### config.mk
export PLATFORM = sky130hd
export DESIGN_NAME = fwd_scoreboard_unit
export DESIGN_NICKNAME = d
export VERILOG_FILES = /design/src/rtl/fwd_scoreboard_unit_pkg.sv /design/src/rtl/fwd_scoreboard_unit_operand_select.sv /design/src/rtl/fwd_scoreboard_unit.sv
export SDC_FILE = /design/constraint.sdc
export NUM_CORES = 1
export LEC_CHECK = 0
export CAP_MARGIN = 30
export CORE_MARGIN = 4
export CORE_UTILIZATION = 45
export CTS_CLUSTER_DIAMETER = 60
export CTS_CLUSTER_SIZE = 8
export DETAILED_ROUTE_END_ITERATION = 7
export HOLD_SLACK_MARGIN = 0.08
export PLACE_DENSITY = 0.86
export SLEW_MARGIN = 40
export SYNTH_ARGS = -nofsm -noshare
export SYNTH_HDL_FRONTEND = slang
export SYNTH_HIERARCHICAL = 1
export SYNTH_SLANG_ARGS = --single-unit
### constraint.sdc
create_clock -name clk -period 10.3 [get_ports clk]
set_clock_uncertainty 0.1 [all_clocks]
set_input_delay 1.545 -clock clk [delete_from_list [all_inputs] [get_ports clk]]
set_output_delay 1.545 -clock clk [all_outputs]
set_load 0.01 [all_outputs]
### src/rtl/fwd_scoreboard_unit_pkg.sv
// fwd_pkg: forwarding-select codes and pipeline-entry geometry shared by the scoreboard.
package fwd_pkg;

    localparam logic [1:0] FWD_RF    = 2'b00;
    localparam logic [1:0] FWD_MEMWB = 2'b01;
    localparam logic [1:0] FWD_EXMEM = 2'b10;
    localparam logic [1:0] FWD_WBBYP = 2'b11;

    localparam int SEL_W          = 2;
    localparam int NUM_STAGES     = 4;
    localparam int NUM_FWD_STAGES = NUM_STAGES - 1;
    localparam int ZERO_REG_DEF   = 31;

endpackage

### src/rtl/fwd_scoreboard_unit_operand_select.sv
// fwd_operand_select: youngest-first forwarding match for one source operand over stages 1..3.
module fwd_operand_select
    import fwd_pkg::*;
#(
    parameter int DATA_W    = 64,
    parameter int REG_AW    = 5,
    parameter int WB_BYPASS = 1,
    parameter int ZERO_REG  = ZERO_REG_DEF
) (
    input  logic [REG_AW-1:0]                rs,
    input  logic [DATA_W-1:0]                rf_data,
    input  logic [NUM_FWD_STAGES-1:0]        st_valid,
    input  logic [NUM_FWD_STAGES-1:0]        st_regwrite,
    input  logic                             ex_mem_is_load,
    input  logic [NUM_FWD_STAGES*REG_AW-1:0] st_rd,
    input  logic [NUM_FWD_STAGES*DATA_W-1:0] st_data,
    output logic [SEL_W-1:0]                 sel,
    output logic [DATA_W-1:0]                data,
    output logic                             load_hit
);

    logic [NUM_FWD_STAGES-1:0] hit;

    // bit 0 = EX/MEM, bit 1 = MEM/WB, bit 2 = WB-bypass
    always_comb begin
        hit = '0;
        for (int k = 0; k < NUM_FWD_STAGES; k++)
            hit[k] = st_valid[k] && st_regwrite[k] && st_rd[k*REG_AW +: REG_AW] == rs
                     && rs != REG_AW'(ZERO_REG);
        hit[2] = hit[2] && (WB_BYPASS != 0);
        sel = hit[0] ? FWD_EXMEM : hit[1] ? FWD_MEMWB : hit[2] ? FWD_WBBYP : FWD_RF;
        data = hit[0] ? st_data[0 +: DATA_W] :
               hit[1] ? st_data[DATA_W +: DATA_W] :
               hit[2] ? st_data[2*DATA_W +: DATA_W] : rf_data;
        load_hit = hit[0] && ex_mem_is_load;
    end

endmodule

### src/rtl/fwd_scoreboard_unit.sv
// fwd_scoreboard_unit: in-flight write tracking, operand forwarding, load-use stall and stall counting.
module fwd_scoreboard_unit
    import fwd_pkg::*;
#(
    parameter int DATA_W    = 64,
    parameter int REG_AW    = 5,
    parameter int NUM_SRC   = 2,
    parameter int WB_BYPASS = 1,
    parameter int ZERO_REG  = ZERO_REG_DEF,
    parameter int CNT_W     = 32
) (
    input  logic                        clk,
    input  logic                        reset,
    input  logic                        id_valid,
    input  logic [REG_AW-1:0]           id_rd,
    input  logic                        id_regwrite,
    input  logic                        id_memread,
    input  logic                        flush,
    input  logic [DATA_W-1:0]           ex_alu_result,
    input  logic [DATA_W-1:0]           mem_load_data,
    input  logic [NUM_SRC*REG_AW-1:0]   ex_rs,
    input  logic [NUM_SRC*DATA_W-1:0]   ex_rf_data,
    output logic [NUM_SRC*DATA_W-1:0]   fwd_data,
    output logic [NUM_SRC*SEL_W-1:0]    fwd_sel,
    output logic                        stall_out,
    output logic [CNT_W-1:0]            stall_count
);

    // Stage 0 = EX, 1 = EX/MEM, 2 = MEM/WB, 3 = WB-bypass; stage 0 carries no data yet.
    logic [NUM_STAGES-1:0]                 valid_q, valid_d;
    logic [NUM_STAGES-1:0]                 rw_q, rw_d;
    logic [1:0]                            ld_q, ld_d;
    logic [NUM_STAGES-1:0][REG_AW-1:0]     rd_q, rd_d;
    logic [NUM_STAGES-1:1][DATA_W-1:0]     data_q, data_d;
    logic [CNT_W-1:0]                      cnt_q, cnt_d;
    logic [NUM_SRC-1:0]                    load_hit;
    logic                                  stall;

    for (genvar i = 0; i < NUM_SRC; i++) begin : g_src
        fwd_operand_select #(
            .DATA_W   (DATA_W),
            .REG_AW   (REG_AW),
            .WB_BYPASS(WB_BYPASS),
            .ZERO_REG (ZERO_REG)
        ) u_sel (
            .rs            (ex_rs[i*REG_AW +: REG_AW]),
            .rf_data       (ex_rf_data[i*DATA_W +: DATA_W]),
            .st_valid      (valid_q[3:1]),
            .st_regwrite   (rw_q[3:1]),
            .ex_mem_is_load(ld_q[1]),
            .st_rd         (rd_q[3:1]),
            .st_data       (data_q),
            .sel           (fwd_sel[i*SEL_W +: SEL_W]),
            .data          (fwd_data[i*DATA_W +: DATA_W]),
            .load_hit      (load_hit[i])
        );
    end

    always_comb begin
        stall = !flush && valid_q[0] && |load_hit;
        cnt_d = (stall && cnt_q != '1) ? cnt_q + CNT_W'(1) : cnt_q;
        valid_d[3] = valid_q[2] && (WB_BYPASS != 0);
        rw_d[3] = rw_q[2];
        rd_d[3] = rd_q[2];
        data_d[3] = data_q[2];
        valid_d[2] = valid_q[1];
        rw_d[2] = rw_q[1];
        rd_d[2] = rd_q[1];
        data_d[2] = ld_q[1] ? mem_load_data : data_q[1];
        // A stalled or flushed EX instruction leaves a bubble behind it.
        valid_d[1] = valid_q[0] && !stall && !flush;
        rw_d[1] = rw_q[0];
        ld_d[1] = ld_q[0];
        rd_d[1] = rd_q[0];
        data_d[1] = ex_alu_result;
        valid_d[0] = stall ? valid_q[0] : id_valid;
        rw_d[0] = stall ? rw_q[0] : id_regwrite;
        ld_d[0] = stall ? ld_q[0] : id_memread;
        rd_d[0] = stall ? rd_q[0] : id_rd;
    end

    always_ff @(posedge clk) begin
        if (reset) begin
            valid_q <= '0;
            rw_q <= '0;
            ld_q <= '0;
            rd_q <= '0;
            data_q <= '0;
            cnt_q <= '0;
        end else begin
            valid_q <= valid_d;
            rw_q <= rw_d;
            ld_q <= ld_d;
            rd_q <= rd_d;
            data_q <= data_d;
            cnt_q <= cnt_d;
        end
    end

    assign stall_out = stall;
    assign stall_count = cnt_q;

endmodule

**Word-level counts from Yosys, hierarchy flattened**

Cells that the tools add are included.

- Logic and storage cells: 62
- Output and inout bits: 165
- Bits of input ports: 277
- Bits in registers: 254

- Reduce and logical (&&, ||, !) cells: 25
- Add/subtract/negate cells: 1
- Eq/ne operators: 9
- Mux-type cells: 13

Operator list:

| kind | number |
|---|---|
| $mux 64 | 7 |
| $add 32x1->32 const B | 1 |
| $ne 32x32->1 const B | 1 |
| $eq 5x5->1 | 6 |
| $logic_and 1x1->1 | 22 |
| $mux 2 | 6 |
| $ne 5x5->1 const B | 2 |
| $logic_not 1->1 | 2 |
| $reduce_or 2->1 | 1 |

**Logic depth before layout (Yosys ltp)**

- Depth after elaboration: 9
- Depth in mapped cells: 13
- Depth with buffers taken out: 10

**Hierarchy**

Netlist, hierarchy kept.

By module, submodules not included:

| module | cells each | area an instance (um2) | times used |
|---|---|---|---|
| fwd_scoreboard_unit | 759 | 8206.6 | 1 |
| fwd_operand_select | 405 | 2388.5 | 2 |

**Worst setup path before layout**

Ideal clock, no wire load.

- Path type: input to output
- Start point: in ex_rs[6]
- End point: out stall_out
- Buffers on the path: 3
- Arrival: 3.550 ns
- Required time: 8.655 ns
- Slack: 5.105 ns
- Cell stages on the path: 10
- Cells stage by stage: nor2b_1 -> a2111o_1 -> nor4_2 -> buf_2 -> buf_4 -> and2_1 -> or2_2 -> nand2b_1 -> inv_1 -> clkbuf_1

- Cells in the longest elaborated chain, start to end: 6
- Elaborated cells between the ends (all ways): 7
- Classes of those cells: 2 x eq/ne; 5 x reduce/logical

RTL lines:

| element | RTL line | source |
|---|---|---|
| start: declaration | fwd_scoreboard_unit.sv:21 | `input logic [NUM_SRC*REG_AW-1:0] ex_rs,` |
| $eq 5x5->1 | fwd_scoreboard_unit_operand_select.sv:28 | `hit[k] = st_valid[k] && st_regwrite[k] && st_rd[k*REG_AW +: REG_AW] == rs` |
| $logic_and 1x1->1 | fwd_scoreboard_unit_operand_select.sv:28 |  |
| $logic_and 1x1->1 (*) | fwd_scoreboard_unit_operand_select.sv:29 | `&& rs != REG_AW'(ZERO_REG);` |
| $logic_and 1x1->1 (*) | fwd_scoreboard_unit_operand_select.sv:35 | `load_hit = hit[0] && ex_mem_is_load;` |
| named net load_hit[1] | fwd_scoreboard_unit.sv:36 | `logic [NUM_SRC-1:0] load_hit;` |
| $reduce_or 2->1 (*) | fwd_scoreboard_unit.sv:60 | `stall = !flush && valid_q[0] && \|load_hit;` |
| $logic_and 1x1->1 (*) | fwd_scoreboard_unit.sv:60 |  |
| end: declaration | fwd_scoreboard_unit.sv:25 | `output logic stall_out,` |

The timed path passes the listed nets; every way through them passes the cells marked *.

**Worst setup path in the final report**

- Start point: in ex_rs[2]
- End point: out fwd_data[48]

- Cells in the longest elaborated chain, start to end: 6
- Elaborated cells between the ends (all ways): 13
- Classes of those cells: 4 x eq/ne; 3 x mux; 6 x reduce/logical

RTL lines:

| element | RTL line | source |
|---|---|---|
| $eq 5x5->1 | fwd_scoreboard_unit_operand_select.sv:28 |  |
| $logic_and 1x1->1 | fwd_scoreboard_unit_operand_select.sv:28 |  |
| $logic_and 1x1->1 | fwd_scoreboard_unit_operand_select.sv:29 |  |
| $mux 64 | fwd_scoreboard_unit_operand_select.sv:34 | `hit[2] ? st_data[2*DATA_W +: DATA_W] : rf_data;` |
| $mux 64 | fwd_scoreboard_unit_operand_select.sv:33 | `hit[1] ? st_data[DATA_W +: DATA_W] :` |
| $mux 64 (*) | fwd_scoreboard_unit_operand_select.sv:32 | `data = hit[0] ? st_data[0 +: DATA_W] :` |
| end: declaration | fwd_scoreboard_unit.sv:23 | `output logic [NUM_SRC*DATA_W-1:0] fwd_data,` |

Mark *: on every way between the ends. The rest lies on a longest branch, timed or not.

==> reports/metrics.cfg <==
[worst_setup_path]
worstPathArrival_ps = 5450
path_max_fanout = 46
critPathBufInv = 4
path_cells = clkdlybuf4s50_1 -> xnor2_1 -> o211a_2 -> buf_4 -> and2_2 -> buf_4 -> a211oi_1 -> o31ai_1 -> clkdlybuf4s50_1
required_ps = 8660
start_kind = input port
end_kind = output pin
critPathTopFamily = buffers and inverters
worstSetupPathType = input port to output pin
cpPeakStageDelay_ps = 630
cp_slowest_cell = clkdlybuf4s50_1

[logic_synthesis]
syn_nets = 1847
async_flop_share_pct = 0
syn_area_sq_mm = 0.0130
avgSynthCellArea_sq_um = 8.28
synth_top_cell_area_share_pct = 39.2
synth_area_leaders = dfxtp_1 39%, nor2b_1 7.5%, a211oi_1 7.5%
synthCells = 1569
yosys_warnings = 6
synthFlopType = dfxtp_1
synth_top_area_cell = dfxtp_1
synth_common_cells = 254 x dfxtp_1, 202 x nor2_1, 163 x nand2_1
synthMostInstantiatedCell = dfxtp_1
ys_ff_latch = 254
synth_edf_count = 0
yosysSeqAreaShare_pct = 39.2
netlist-cell-type-count = 51

[pwr]
p_leak_nw = 6.84
ir_drop_mv = 0.0893
power_density_mw_per_mm2 = 133

[flow_run]
drv_cap = 0

[placed_design]
place_ws_ps = 3230
placed_cell_area_sq_mm = 0.0175
gp_congestion = 0.945
dpl.hpwl_mm = 35.5
port_buffers = 441
dp.cells = 2268

[sta]
finalSetupTns_ps = 0
max_freq_mhz = 141
slew_headroom_pct = 45.1
setup_viol = 0
hold_violations = 0
post-route-period-util_pct = 68.9
slew_viol_final = 0
layout_setup_ws_ps = 3200
rsz0062_at_grt = false
worstMarginPinSlew_ps = 823
min_period_ps = 7100
holdWs_ps = 348

[cts]
holdBufCountCts = 0
cts-root-buf = clkbuf_16
cts_buffers = 38
cts_buffer_depth = 3
post_cts_buffers = 0
h-tree-depth = 2
post_cts_resized = 0
clk_latency_ps = 500
cts_tree = done
clk_pin_slew_worst_paths_ps = 40
clkSinkCount = 254

[global_routing]
grt_max_degree = 101
grt_overflow = 0
grt_usage_pct = 31.3
grt_pass1_vias = 13600
antenna_found_initial = 13
grt_first_pass_wirelength_mm = 78.4

[die]
die_x_microns = 178
io_pins = 442
dieArea_sq_mm = 0.0316
coreArea_sq_mm = 0.0281
initial_utilization_pct = 46.2
num_rows = 61
fp.dieH_microns = 178

[layout]
syn2layout_area_growth_pct = 42.9
final_cells = 2325
filler_cell_count = 2271
finalInstanceArea_sq_mm = 0.0186
nNetsFinal = 2208
layout-drive-gt1-share_pct = 5.33
final-seq-area_sq_mm = 0.00509
multi_input_area_sq_mm = 0.00735

[detailed_routing]
routed_wl_mm = 52.6
vias = 14000
drtPass1Iterations = 6
final_antenna_net_count = 0
wl_per_cell_microns = 22.6
drt_iter0_markers = 1303
vias_per_cell = 6.02
route.detailed.drc = 0

[run_status]
status = finished, final reports clean

[worst_hold_path]
hp-class = flop to flop

cell type report:
cell class	instances	area share [%]
sequential	254	27.4
multi-input combinational	1172	39.6
inverter	5	0.101
timing repair buffer	459	24.7
tap	378	2.55
antenna	13	0.175
clock inverter	3	0.101
clock buffer	41	5.41
cells by family after synthesis:
group                    after synthesis  synth area share [%]
XOR/XNOR                              25                  1.69
multiplexers                          65                  5.02
AND/OR/NAND/NOR                      656                  24.9
adder cells (fa/ha/maj)                1                0.0964
AO/OA/AOI/OAI                        425                  24.4
flip-flops                           254                  39.2
buffers and inverters                143                  4.69
metrics by stage:
stage          util (%)  power [mW]
2_1_floorplan         -        1.19
5_1_grt            66.1        2.55
6_report           66.1        2.47
3_3_place_gp       62.2        1.38
3_5_place_dp       62.2        1.39
4_1_cts            65.9        2.48
power by group:
part	switching (mW)	internal [mW]
clock	0.418	0.678
sequential	0.0334	1.02
combinational	0.122	0.194
layout by cell type, fill, tap and decap left out, drive strengths merged, types with 18 or more instances in the layout:
cell type / count
clkdlybuf4s50: 440
dfxtp: 254
nor2: 202
nand2: 163
nor2b: 155
o31ai: 138
a211oi: 129
a21boi: 90
mux2i: 64
clkbuf: 42
and3: 41
a21oi: 37
or3: 18
buf: 18
o21ai: 18
worst paths after layout:
check / startpoint / to / slack [ps] / depth (start not counted)
worst min-delay path: rd_d[9] / rd_d[9] / 350 / 2
worst max register to register: rd_d[11] / stall_count[8] / 7000 / 10
worst max-delay path: ex_rs[2] / fwd_data[48] / 3200 / 9
worst min register to register: rd_d[9] / rd_d[9] / 350 / 2
routing by layer:
metal  share of wire (%)  up-vias  wire length, microns  global-route usage [%]
met2                  47      960                 24600                    50.3
met3                  10      185                  5470                    6.84
met1                  37     6530                 19700                    39.1
met5               0.036        -                    19                       0
met4                 5.3        2                  2790                    17.4
li1                    -     6310                     -                       -
state kept, by name, indices dropped and copies added (netlist names):
name and cells:
data_q 128, data_d 64, stall_count 32, rd_d 15
rd_q 5, rw_q 4, valid_q 4, ld_q 2
worst register-to-register path, stage by stage (launching register included):
cell      delay, ps
dfxtp_1         410
nor2b_1          80
a2111o_1        420
nor4_4          290
and2_1          200
or2_2           130
nand2b_1        290
inv_1           460
nand2_1         250
or4_1           450
a21oi_1         150
(Power assumes the default switching activity.)
